==> src/rtl/synthesijer_fdiv64_arbiter.sv <==
// synthesijer_fdiv64_arbiter
// Shares one pipelined, fixed-latency synthesijer_fdiv64 among NUM_REQ requesters.
// Round-robin grant, at most one issue per cycle, in-order tag FIFO routes results back.
// Optional statistics counters are built only when FDIV_ARB_STATS_EN is defined.
module synthesijer_fdiv64_arbiter #(
    parameter int NUM_REQ      = 4,
    parameter int MAX_INFLIGHT = 16
) (
    input  logic                    clk,
    input  logic                    reset,
    input  logic [NUM_REQ-1:0]      req_valid,
    output logic [NUM_REQ-1:0]      req_ready,
    input  logic [64*NUM_REQ-1:0]   req_a,
    input  logic [64*NUM_REQ-1:0]   req_b,
    output logic [63:0]             div_a,
    output logic [63:0]             div_b,
    output logic                    div_nd,
    input  logic [63:0]             div_result,
    input  logic                    div_valid,
    output logic [NUM_REQ-1:0]      rsp_valid,
    output logic [63:0]             rsp_result,
    output logic                    err_orphan,
    output logic [31:0]             stat_issued,
    output logic [31:0]             stat_stall
);

    localparam int TAG_W = $clog2(NUM_REQ);
    localparam int PTR_W = $clog2(MAX_INFLIGHT);
    localparam int CNT_W = $clog2(MAX_INFLIGHT + 1);
    localparam logic [CNT_W-1:0] CNT_FULL = CNT_W'(MAX_INFLIGHT);
    localparam logic [TAG_W-1:0] TAG_LAST = TAG_W'(NUM_REQ - 1);

    logic [63:0]        op_a [NUM_REQ];
    logic [63:0]        op_b [NUM_REQ];

    logic [TAG_W-1:0]   rr_q, rr_d;
    logic [TAG_W-1:0]   tag_mem_q [MAX_INFLIGHT];
    logic [TAG_W-1:0]   tag_mem_d [MAX_INFLIGHT];
    logic [PTR_W-1:0]   wr_q, wr_d;
    logic [PTR_W-1:0]   rd_q, rd_d;
    logic [CNT_W-1:0]   cnt_q, cnt_d;
    logic               div_nd_q, div_nd_d;
    logic [63:0]        div_a_q, div_a_d;
    logic [63:0]        div_b_q, div_b_d;
    logic [NUM_REQ-1:0] rsp_valid_q, rsp_valid_d;
    logic [63:0]        rsp_result_q, rsp_result_d;
    logic               err_orphan_q, err_orphan_d;

    logic               grant_found;
    logic [TAG_W-1:0]   grant_idx;
    logic               fifo_full;
    logic               accept;
    logic               pop;
    logic               orphan;

    // Split the packed operand buses into per-requester words.
    for (genvar gi = 0; gi < NUM_REQ; gi++) begin : g_unpack
        assign op_a[gi] = req_a[64*gi +: 64];
        assign op_b[gi] = req_b[64*gi +: 64];
    end

    // Round-robin search: first asserted request at or after the pointer, wrapping.
    always_comb begin
        logic [TAG_W:0] cand;
        grant_found = 1'b0;
        grant_idx   = '0;
        cand        = '0;
        for (int k = 0; k < NUM_REQ; k++) begin
            cand = {1'b0, rr_q} + (TAG_W+1)'(k);
            if (cand >= (TAG_W+1)'(NUM_REQ)) begin
                cand = cand - (TAG_W+1)'(NUM_REQ);
            end
            if (!grant_found && req_valid[cand[TAG_W-1:0]]) begin
                grant_found = 1'b1;
                grant_idx   = cand[TAG_W-1:0];
            end
        end
    end

    // Grant is withheld when the tag FIFO is full (pre-pop count) or while in reset.
    always_comb begin
        fifo_full = (cnt_q == CNT_FULL);
        req_ready = '0;
        if (grant_found && !fifo_full && !reset) begin
            req_ready[grant_idx] = 1'b1;
        end
        accept = |req_ready;
        pop    = div_valid && (cnt_q != '0);
        orphan = div_valid && (cnt_q == '0);
    end

    // Next-state for issue path, tag FIFO, response path and orphan flag.
    always_comb begin
        rr_d         = rr_q;
        tag_mem_d    = tag_mem_q;
        wr_d         = wr_q;
        rd_d         = rd_q;
        cnt_d        = cnt_q;
        div_nd_d     = accept;
        div_a_d      = div_a_q;
        div_b_d      = div_b_q;
        rsp_valid_d  = '0;
        rsp_result_d = rsp_result_q;
        err_orphan_d = err_orphan_q | orphan;

        if (accept) begin
            div_a_d           = op_a[grant_idx];
            div_b_d           = op_b[grant_idx];
            tag_mem_d[wr_q]   = grant_idx;
            wr_d              = wr_q + PTR_W'(1);
            rr_d              = (grant_idx == TAG_LAST) ? '0 : grant_idx + TAG_W'(1);
        end

        if (pop) begin
            rsp_valid_d[tag_mem_q[rd_q]] = 1'b1;
            rsp_result_d                 = div_result;
            rd_d                         = rd_q + PTR_W'(1);
        end

        if (accept && !pop) begin
            cnt_d = cnt_q + CNT_W'(1);
        end else if (!accept && pop) begin
            cnt_d = cnt_q - CNT_W'(1);
        end
    end

    // State registers; reset empties the FIFO and returns the pointer to requester 0.
    always_ff @(posedge clk or posedge reset) begin
        if (reset) begin
            rr_q         <= '0;
            tag_mem_q    <= '{default: '0};
            wr_q         <= '0;
            rd_q         <= '0;
            cnt_q        <= '0;
            div_nd_q     <= 1'b0;
            div_a_q      <= '0;
            div_b_q      <= '0;
            rsp_valid_q  <= '0;
            rsp_result_q <= '0;
            err_orphan_q <= 1'b0;
        end else begin
            rr_q         <= rr_d;
            tag_mem_q    <= tag_mem_d;
            wr_q         <= wr_d;
            rd_q         <= rd_d;
            cnt_q        <= cnt_d;
            div_nd_q     <= div_nd_d;
            div_a_q      <= div_a_d;
            div_b_q      <= div_b_d;
            rsp_valid_q  <= rsp_valid_d;
            rsp_result_q <= rsp_result_d;
            err_orphan_q <= err_orphan_d;
        end
    end

    assign div_nd     = div_nd_q;
    assign div_a      = div_a_q;
    assign div_b      = div_b_q;
    assign rsp_valid  = rsp_valid_q;
    assign rsp_result = rsp_result_q;
    assign err_orphan = err_orphan_q;

`ifdef FDIV_ARB_STATS_EN
    logic [31:0] stat_issued_q, stat_issued_d;
    logic [31:0] stat_stall_q, stat_stall_d;

    // Issue and full-stall counters, both free-running and wrapping.
    always_comb begin
        stat_issued_d = stat_issued_q + (accept ? 32'd1 : 32'd0);
        stat_stall_d  = stat_stall_q + (((|req_valid) && fifo_full) ? 32'd1 : 32'd0);
    end

    // Counter registers.
    always_ff @(posedge clk or posedge reset) begin
        if (reset) begin
            stat_issued_q <= '0;
            stat_stall_q  <= '0;
        end else begin
            stat_issued_q <= stat_issued_d;
            stat_stall_q  <= stat_stall_d;
        end
    end

    assign stat_issued = stat_issued_q;
    assign stat_stall  = stat_stall_q;
`else
    assign stat_issued = '0;
    assign stat_stall  = '0;
`endif

endmodule

==> config.mk <==
export PLATFORM = sky130hd
export DESIGN_NAME = synthesijer_fdiv64_arbiter
export DESIGN_NICKNAME = d
export VERILOG_FILES = /design/src/rtl/synthesijer_fdiv64_arbiter.sv
export SDC_FILE = /design/constraint.sdc
export NUM_CORES = 1
export LEC_CHECK = 0
export CAP_MARGIN = 20
export CORE_AREA = 2 2 331 333
export DETAILED_ROUTE_END_ITERATION = 6
export DIE_AREA = 0 0 333 335
export GPL_ROUTABILITY_DRIVEN = 0
export PLACE_DENSITY_LB_ADDON = 0.05
export SYNTH_ARGS = -nofsm -noshare
export SYNTH_HDL_FRONTEND = slang
export SYNTH_SLANG_ARGS = --single-unit
==> constraint.sdc <==
create_clock -name clk -period 9.6 [get_ports clk]
set_input_delay 1.44 -clock clk [delete_from_list [all_inputs] [get_ports clk]]
set_output_delay 1.44 -clock clk [all_outputs]
set_load 0.005 [all_outputs]
-- Word-level counts from Yosys, hierarchy flattened
Cells that the tools add are included.
W data, S select, Z words.
- muxes and demuxes: 41
- reduce and logical (&&, ||, !) cells: 23
- order comparisons: 16
- $add $sub $neg: 12
- equal/unequal tests: 2
- bitwise gates (word level): 4
- operator list (cell ; number):
    $bmux W64 S2 ; 2
    $mux W64 ; 4
    $bwmux W32 ; 1
    $mux W2 ; 12
    $lt A2 B3 Y1 const B ; 6
    $ge A3 B3 Y1 const B ; 4
    $logic_and A1 B1 Y1 ; 12
    $ge A5 B5 Y1 const B ; 2
    $mux W1 ; 10
    $mux W5 ; 2
    $not A4 Y5 ; 2
    $add A4 B1 Y4 const B ; 2
    $bmux W1 S2 ; 4
    $bmux W2 S4 ; 1
    $demux W2 S4 ; 1
    $mux W4 ; 2
    $sub A2 B1 Y2 const B ; 4
    $logic_not A1 Y1 ; 7
    $add A2 B2 Y3 const B ; 2
    $add A5 B1 Y5 const B ; 1
    $eq A5 B5 Y1 const B ; 1
    $logic_not A5 Y1 ; 1
    $lt A5 B1 Y1 const B ; 1
    $reduce_bool A5 Y1 ; 1
    11 further kinds ; 13
- output and inout bits: 266
- bits in registers: 245

-- Depth between registers and ports, before layout
Gate-level depths: netlist of the first run.
- depth after elaboration: 24
- depth in mapped cells: 19
- depth with buffers taken out: 15

-- Worst setup path after synthesis of the first run
OpenSTA, ideal clock, no wires.
- kind: input to register
- from: input req_valid[2]
- to: register cnt_q[4]
- data arrival time: 4768 ps
- path slack: 4709 ps
- cell stages on the path: 19
- setup time: 123 ps
- path through: nor2b_1 a221o_1 nand2_1 inv_1 clkbuf_1 clkbuf_1 clkbuf_1 ha_1 o31ai_4 inv_2 buf_2 ha_1 inv_1 ha_1 a21o_1 a21oi_1 xnor2_1 nor2_1 xnor2_1
- word-level cells in the longest chain between the ends: 21
- elaborated cells between the ends (all ways): 36
- those cells by class: order compare (2); mux (20); reduce/logical (14)
- ends and longest elaborated chain (item ; RTL line ; RTL):
    start: declaration ; 11 ; input logic [NUM_REQ-1:0] req_valid,
    $bmux W1 S2 ; 73 ; if (!grant_found && req_valid[cand[TAG_W-1:0]]) begin
    $mux W1 (not written as such) ; 73 ;
    $mux W1 ; 73 ;
    $logic_not A1 Y1 ; 73 ;
    $logic_and A1 B1 Y1 ; 73 ;
    $mux W1 ; 73 ;
    $logic_not A1 Y1 ; 73 ;
    $logic_and A1 B1 Y1 ; 73 ;
    (+6 left out) ; n/a ;
    $mux W1 (not written as such) ; 85 ; req_ready[grant_idx] = 1'b1;
    $demux W1 S2 ; 85 ;
    $mux W4 * ; 84 ; if (grant_found && !fifo_full && !reset) begin
    $reduce_or A4 Y1 * ; 87 ; accept = |req_ready;
    net accept ; 52 ; logic accept;
    $logic_not A1 Y1 ; 122 ; end else if (!accept && pop) begin
    $logic_and A1 B1 Y1 ; 122 ;
    $reduce_bool A2 Y1 (no source line) ; n/a ;
    end signal: assignment ; 146 ; cnt_q <= cnt_d;
    end: declaration ; 41 ; logic [CNT_W-1:0] cnt_q, cnt_d;
Mark *: on every way through the listed nets, which the timed path passes. The rest lies on a longest branch. The select of a mux whose other input is x is not followed.
A chain may end at the register's enable or synchronous reset.

-- Worst setup path after layout of the first run
- from: input req_valid[0]
- to: output req_ready[3]
- word-level cells in the longest chain between the ends: 17
- elaborated cells between the ends (all ways): 30
- those cells by class: order compare (2); mux (19); reduce/logical (9)
- ends and longest elaborated chain (item ; RTL line ; RTL):
    $bmux W1 S2 ; 73 ;
    $mux W1 (not written as such) ; 73 ;
    $mux W1 ; 73 ;
    $logic_not A1 Y1 ; 73 ;
    $logic_and A1 B1 Y1 ; 73 ;
    $mux W1 ; 73 ;
    $logic_not A1 Y1 ; 73 ;
    $logic_and A1 B1 Y1 ; 73 ;
    $mux W1 ; 73 ;
    $logic_not A1 Y1 ; 73 ;
    $logic_and A1 B1 Y1 ; 73 ;
    $mux W2 ; 73 ;
    $lt A2 B3 Y1 (not written as such) / $ge A2 B1 Y1 (equally long branches) ; 85 ;
    $logic_and A1 B1 Y1 (not written as such) ; 85 ;
    $mux W1 (not written as such) ; 85 ;
    $demux W1 S2 ; 85 ;
    $mux W4 * ; 84 ;
    end: declaration ; 12 ; output logic [NUM_REQ-1:0] req_ready,
Every way passes the cells marked *; elsewhere a longest branch is shown, timed or not. The select of a mux whose other input is x is not followed.

==> key figures, run 1 <==
Status
  – Status: complete, no violations

Detailed routing
  – Drt first pass iters: 4
  – Routed via count: 14.3k
  – DRT iter0 DRCs: 472
  – Met1 wire length: 29500 um
  – WL/cell: 23.0 um
  – Top routing layer used: met5
  – Via density: 3.99
  – Final WL: 82400 um
  – Routed wl met2: 42500 um
  – Antenna viol nets, final: 0
  – Met3 wire len: 8560 um
  – DRC Markers: 0

Final layout
  – Layout cells sized above 1: 0.0785
  – Fillers: 11.9k
  – Layout area overhead: 73.1%
  – Nets: 2734

Floorplan
  – Core Area: 108000 um2
  – Starting Density: 0.130
  – # IOs: 849
  – Full die area: 112000 um2
  – Die Ht: 335 um
  – Width of the chip: 333 um
  – Row count: 121

Logic synthesis
  – Synth cell types: 38
  – Number of synthesis warnings: 0
  – Seq/Total Area, Yosys: 0.436
  – Yosys reg bits: 245
  – Netlist Area Pre-Place: 14100 um2
  – Post-synthesis cell count: 1445
  – Avg Cell Area, Syn: 9.74 um2

Clock tree
  – Post-CTS setup buffer count: 0
  – TritonCTS Sinks: 245
  – CTS H-tree lvls: 2
  – Longest Clk Path Bufs: 3
  – CTS tree: built
  – Hold_buf cts: 0
  – Root Driver: clkbuf_16
  – Cts repair resizes: 0
  – Worst-skew pair later-pin latency: 0.59 ns
  – CTS Buf Count: 39
  – Clock transition at path regs: 0.05 ns

Setup path
  – CP max FO: 69
  – Slowest-stage cell, CP: buf_4
  – CP most frequent cell: clkdlybuf4s50_1
  – Crit. End Element: primary output
  – Critical path's largest stage delay: 0.67 ns
  – CP required: 8.16 ns
  – Worst R2R Setup Slack: 4.76 ns
  – Crit-path cells: clkdlybuf4s50_1 > nor2b_1 > o21bai_4 > buf_4 > nand2_4 > inv_6 > ha_1 > and2_1 > clkdlybuf4s50_1
  – Critical path launch point type: primary input
  – Crit path DAT: 4.92 ns
  – Worst setup path class: in2out

GRT
  – Initial antenna violation count: 39
  – Vias in the first global route: 15.3k
  – First-pass GRT wire length: 115000 um
  – Grt ovf: 0
  – Total Routing Usage GR: 0.143
  – Largest net degree at the start of global routing: 145

Place
  – DP HPWL: 61100 um
  – Pre-CTS WS: 3.02 ns
  – IO Port Bufs: 784

STA
  – Hold Slack: 0.472 ns
  – Max Fclk: 157 MHz
  – Final worst-path setup slack: 3.24 ns
  – Setup total negative slack: 0 ns
  – Period utilisation layout: 0.663
  – Final Critical Period: 6.36 ns
  – Fin. max-slew vios: 0
  – Relative slew slack: 0.303
  – RSZ-0062 raised after global routing: no
  – Setup-failing EPs final: 0
  – Worst Skew: 0.0181 ns
  – Hold Vio Cnt, Final: 0
  – Slew @ Worst Pin: 1.05 ns

Flow run
  – Max Cap Viol: 0

Power
  – Max VDD drop: 157 uV
  – Pwr dens: 258 nW/um2
  – Leakage: 10.4 nW

Worst hold path
  – Hold/Removal Path Class: reg2reg
==> worst paths after layout <==
check                           cells after the start              to         start
worst max register to register                     16        cnt_q[4]       rr_q[1]
max in group asynchronous                           3       div_a[16]         reset
min in group asynchronous                           2  rsp_result[45]         reset
worst min register to register                      1       div_b[58]     div_b[58]
worst max-delay path                                9    req_ready[3]  req_valid[0]
worst min-delay path                                1       div_b[58]     div_b[58]
==> synthesized netlist by cell type (all sizes together) <==
library cell,instances,area [um2]
a211oi,128,961
a21o,131,983
a21oi,3,15.0
a221o,1,10.0
a311oi,128,1120
a31oi,4,25.0
and2,2,12.5
and3,145,907
buf,96,632
clkbuf,112,420
conb,1,3.75
dfrtp,245,6130
fa,1,20.0
ha,10,125
inv,10,37.5
mux2,102,1150
mux2i,5,50.1
mux4,8,180
nand2,266,998
nand2b,1,6.26
nand3,1,5.00
nand4,1,6.26
nor2,14,52.6
nor2b,4,25.0
nor3,5,25.0
nor4,1,6.26
o21ai,5,25.0
o21bai,1,7.51
o31ai,1,21.3
or3,1,6.26
or4,1,7.51
xnor2,8,70.1
xor2,3,26.3
==> flip-flops by register name, indices dropped and copies added, names as in the netlist, 4 cells and up <==
signal	flops
div_b	64
tag_mem_q	32
rsp_result	64
rsp_valid	4
div_a	64
cnt_q	5
rd_q	4
wr_q	4
==> per-stage QoR <==
stage          utilization  cell area, um2  std cells  total power (W)
4_1_cts              0.225           24300       3579          0.00647
3_5_place_dp         0.214           23100       3513          0.00493
3_3_place_gp         0.214           23100       3513          0.00494
2_1_floorplan            -           14300       1508          0.00326
5_1_grt              0.225           24300       3580          0.00676
6_report             0.225           24400       3584          0.00627
==> cell type report <==
cell class              count  area (um2)  share of cell area
clock inverters            12         124             0.00509
inverters                  10        50.0             0.00206
clock buffers              54        1120              0.0461
multi-input cells        1045        7130               0.293
diodes                      5        12.5            0.000514
well taps                1414        1770              0.0726
repair buffers            799        8010               0.329
flip-flops and latches    245        6130               0.252
==> metal layers <==
| layer | vias to the layer above | track usage |
|---|---|---|
| li1 | 6605 | - |
| met1 | 6916 | 0.145 |
| met2 | 587 | 0.262 |
| met3 | 137 | 0.0678 |
| met4 | 52 | 0.0311 |
| met5 | - | 0 |
==> report_power, final <==
part	internal [W]	switching, W	leakage, nW
clock	0.000846	0.000602	0.614
sequential	0.00146	0.000278	2.98
combinational	0.00152	0.00156	6.84
==> critical path, delay by kind of cell <==
| family | cells | cell delay, ns |
|---|---|---|
| compound gates | 1 | 0.10 |
| fa+ha+maj | 1 | 0.26 |
| buf+inv | 4 | 2.09 |
| simple gates | 3 | 0.95 |
==> placed cells by master, fill, tap and decap left out, drive strengths merged, types with 6 or more instances in the layout <==
master         instances
a311oi               128
clkinv                 6
nor2                  14
conb                  64
and3                 145
xnor2                  8
clkdlybuf4s50        784
nand2                266
inv                   13
mux4                   8
a21o                 131
dfrtp                245
a211oi               128
clkbuf                54
buf                   15
ha                    10
mux2                 102
==> cell families (layout without fill, tap and decap cells) <==
kind of cell | after synthesis | in the layout | synth area share
and+or+nand+nor | 442 | 442 | 0.146
AOI/OAI and AO/OA | 402 | 402 | 0.225
DFF | 245 | 245 | 0.436
buffers and inverters | 218 | 875 | 0.0774
muxes | 115 | 115 | 0.0980
adders and majority gates | 11 | 11 | 0.0103
xor gates and xnor gates | 11 | 11 | 0.00685
other | 1 | 69 | 0.000266
Power figures use the tool's default switching activity.
==> run 2: changes to the inputs <==
- clock period: 9.6 -> 6.6 ns (I/O delays scaled with it)
==> run 2 against run 1 <==
Sequential power increased by 45%; register-to-register slack worse by 2.2 ns; highest routed layer unchanged; global-route usage about the same; cell count rose by 0.39%; first-iteration DRC count increased by 13%; via count rose by 0.31%; critical endpoint unchanged; worst hold slack improved by 0.00066 ns; final area grew 0.24%; clock power grew 46%; largest cell class unchanged; routed wire length up 0.64%.
==> key figures, run 2 (synthesis gave the netlist of run 1 again) <==
GRT
  – Initial antenna violation count: 38 (was 39)
  – Met1 Resource Use GR: 0.151 (was 0.145)
  – Grt ovf: 0 (unchanged)
  – M3 GR Usage: 0.0657 (was 0.0678)
  – Busiest grt layer: met2 (unchanged)
  – Vias in the first global route: 15.2k (was 15.3k)
  – Total Routing Usage GR: 0.143 (about the same)
  – First-pass GRT wire length: 115000 um (about the same)
  – GR Util met2: 0.256 (was 0.262)
  – Largest net degree at the start of global routing: 144 (was 145)

STA
  – Final Critical Period: 4.77 ns
  – Setup total negative slack: 0 ns (unchanged)
  – Fin. max-slew vios: 0 (unchanged)
  – Hold Vio Cnt, Final: 0 (unchanged)
  – Period utilisation layout: 0.723
  – RSZ-0062 raised after global routing: no (unchanged)
  – Worst Skew: 0.0324 ns (was 0.0181 ns)
  – Relative slew slack: 0.232 (was 0.303)
  – Slew @ Worst Pin: 1.15 ns (was 1.05 ns)
  – Hold Slack: 0.473 ns (was 0.472 ns)
  – Max Fclk: 210 MHz
  – Final worst-path setup slack: 1.83 ns (was 3.24 ns)
  – Setup-failing EPs final: 0 (unchanged)

Clock tree
  – TritonCTS Sinks: 245 (unchanged)
  – Longest Clk Path Bufs: 3 (unchanged)
  – CTS Buf Count: 39 (unchanged)
  – Cts repair resizes: 0 (unchanged)
  – Worst-skew pair later-pin latency: 0.59 ns (about the same)
  – Post-CTS setup buffer count: 0 (unchanged)
  – Clock transition at path regs: 0.05 ns (about the same)
  – Hold_buf cts: 0 (unchanged)
  – CTS tree: built (unchanged)
  – CTS H-tree lvls: 2 (unchanged)
  – Root Driver: clkbuf_16 (unchanged)

Final layout
  – Nets: 2738 (was 2734)
  – Layout cells sized above 1: 0.0797 (was 0.0785)
  – Most frequent cells in the layout: clkdlybuf4s50_1, nand2_1, dfrtp_1, and3_1, a21o_1 (unchanged)
  – Core Util, Final: 0.226 (was 0.225)
  – Finished Cell Area: 24400 um2 (about the same)
  – Commonest non-fill, non-tap cell in the layout: clkdlybuf4s50_1 (unchanged)
  – Layout area overhead: 73.5% (was 73.1%)

Setup path
  – Crit. End Element: primary output (unchanged)
  – Worst setup path class: in2out (unchanged)
  – Crit path DAT: 3.78 ns (was 4.92 ns)
  – CP max FO: 18 (was 69)
  – Slowest-stage cell, CP: clkdlybuf4s50_1 (was buf_4)
  – Critical path's largest stage delay: 0.60 ns (was 0.67 ns)
  – CP most frequent cell: clkdlybuf4s50_1 (unchanged)
  – Crit-path cells: clkdlybuf4s50_1 > mux2i_1 > nor2_1 > or3_4 > inv_1 > ha_1 > and2_1 > clkdlybuf4s50_1 (was clkdlybuf4s50_1 > nor2b_1 > o21bai_4 > buf_4 > nand2_4 > inv_6 > ha_1 > and2_1 > clkdlybuf4s50_1)
  – CP required: 5.61 ns (was 8.16 ns)
  – Worst r2r path cells: 15 (was 16)
  – Critical path launch point type: primary input (unchanged)

Power
  – Internal power: 0.00560 W (was 0.00383 W)
  – Max VDD drop: 235 uV (was 157 uV)
  – Sw Ratio: 0.389 (about the same)
  – Logic pwr share: 0.493 (was 0.492)
  – Sequential Power Share: 0.276 (was 0.277)
  – Leakage: 10.4 nW (about the same)
  – Pwr dens: 375 nW/um2 (was 258 nW/um2)
  – Clock power frac: 0.231 (about the same)
  – Switching power: 0.00356 W (was 0.00244 W)

Floorplan
  – Die Ht: 335 um (unchanged)
  – Width of the chip: 333 um (unchanged)
  – Core Area: 108000 um2 (unchanged)
  – Row count: 121 (unchanged)
  – Starting Density: 0.130 (unchanged)
  – # IOs: 849 (unchanged)
  – Full die area: 112000 um2 (unchanged)

Place
  – DP HPWL: 61600 um (was 61100 um)
  – Placed Area: 23100 um2 (about the same)
  – Pre-CTS WS: 1.55 ns (was 3.02 ns)
  – IO Port Bufs: 784 (unchanged)

Status
  – Status: complete, no violations (unchanged)

Detailed routing
  – Antenna viol nets, final: 0 (unchanged)
  – DRC Markers: 0 (unchanged)
  – WL/cell: 23.0 um (about the same)
  – Final WL: 82900 um (was 82400 um)
  – Via density: 3.99 (about the same)
  – Routed via count: 14.3k (about the same)
  – Drt first pass iters: 4 (unchanged)
  – DRT iter0 DRCs: 535 (was 472)

Flow run
  – Max Cap Viol: 0 (unchanged)

Worst hold path
  – Hold path depth: 1 (unchanged)
  – Hold/Removal Path Class: reg2reg (unchanged)
==> run 2: final timing paths <==
check | slack, ns | from | end
setup / recovery | 1.83 | req_valid[2] | req_ready[3]
hold / removal | 0.47 | div_a[38] | div_a[38]
setup reg to reg | 2.60 | rr_q[1] | cnt_q[4]
hold reg to reg | 0.47 | div_a[38] | div_a[38]
max in group asynchronous | 4.17 | reset | div_b[63]
min in group asynchronous | 0.92 | reset | div_a[42]
==> run 2: power groups by stage <==
stage	sequential (W)	combinational, W	clock (W)
6_report	0.00253	0.00451	0.00211
5_1_grt	0.00262	0.00497	0.00229
4_1_cts	0.00254	0.00468	0.00225
3_5_place_dp	0.00255	0.00467	0
3_3_place_gp	0.00255	0.00470	0
2_1_floorplan	0.00249	0.00225	0
==> run 2: critical path: cells and delay by family <==
| family | cells | cell delay, ns |
|---|---|---|
| fa+ha+maj | 1 | 0.31 |
| buf+inv | 3 | 1.56 |
| mux | 1 | 0.18 |
| simple gates | 3 | 0.73 |
==> run 2: stage by stage <==
stage,instances,power (W)
after floorplan,1508,0.00474
after global placement,3517,0.00724
after detailed placement,3517,0.00722
after CTS,3586,0.00947
after global routing,3590,0.00989
final,3598,0.00916
==> run 2: layer usage <==
metal | vias up | routed length, um
li1 | 6623 | -
met1 | 6989 | 30800
met2 | 566 | 42100
met3 | 121 | 8190
met4 | 42 | 1590
met5 | - | 260
==> run 2: final cells by class <==
cell class | instances | area [um2]
fillers | 11900 | 83700
repair buffers | 803 | 8040
multi-input cells | 1045 | 7130
flip-flops and latches | 245 | 6130
well taps | 1414 | 1770
clock buffers | 56 | 1110
clock inverters | 13 | 151
inverters | 10 | 46.3
diodes | 12 | 30.0
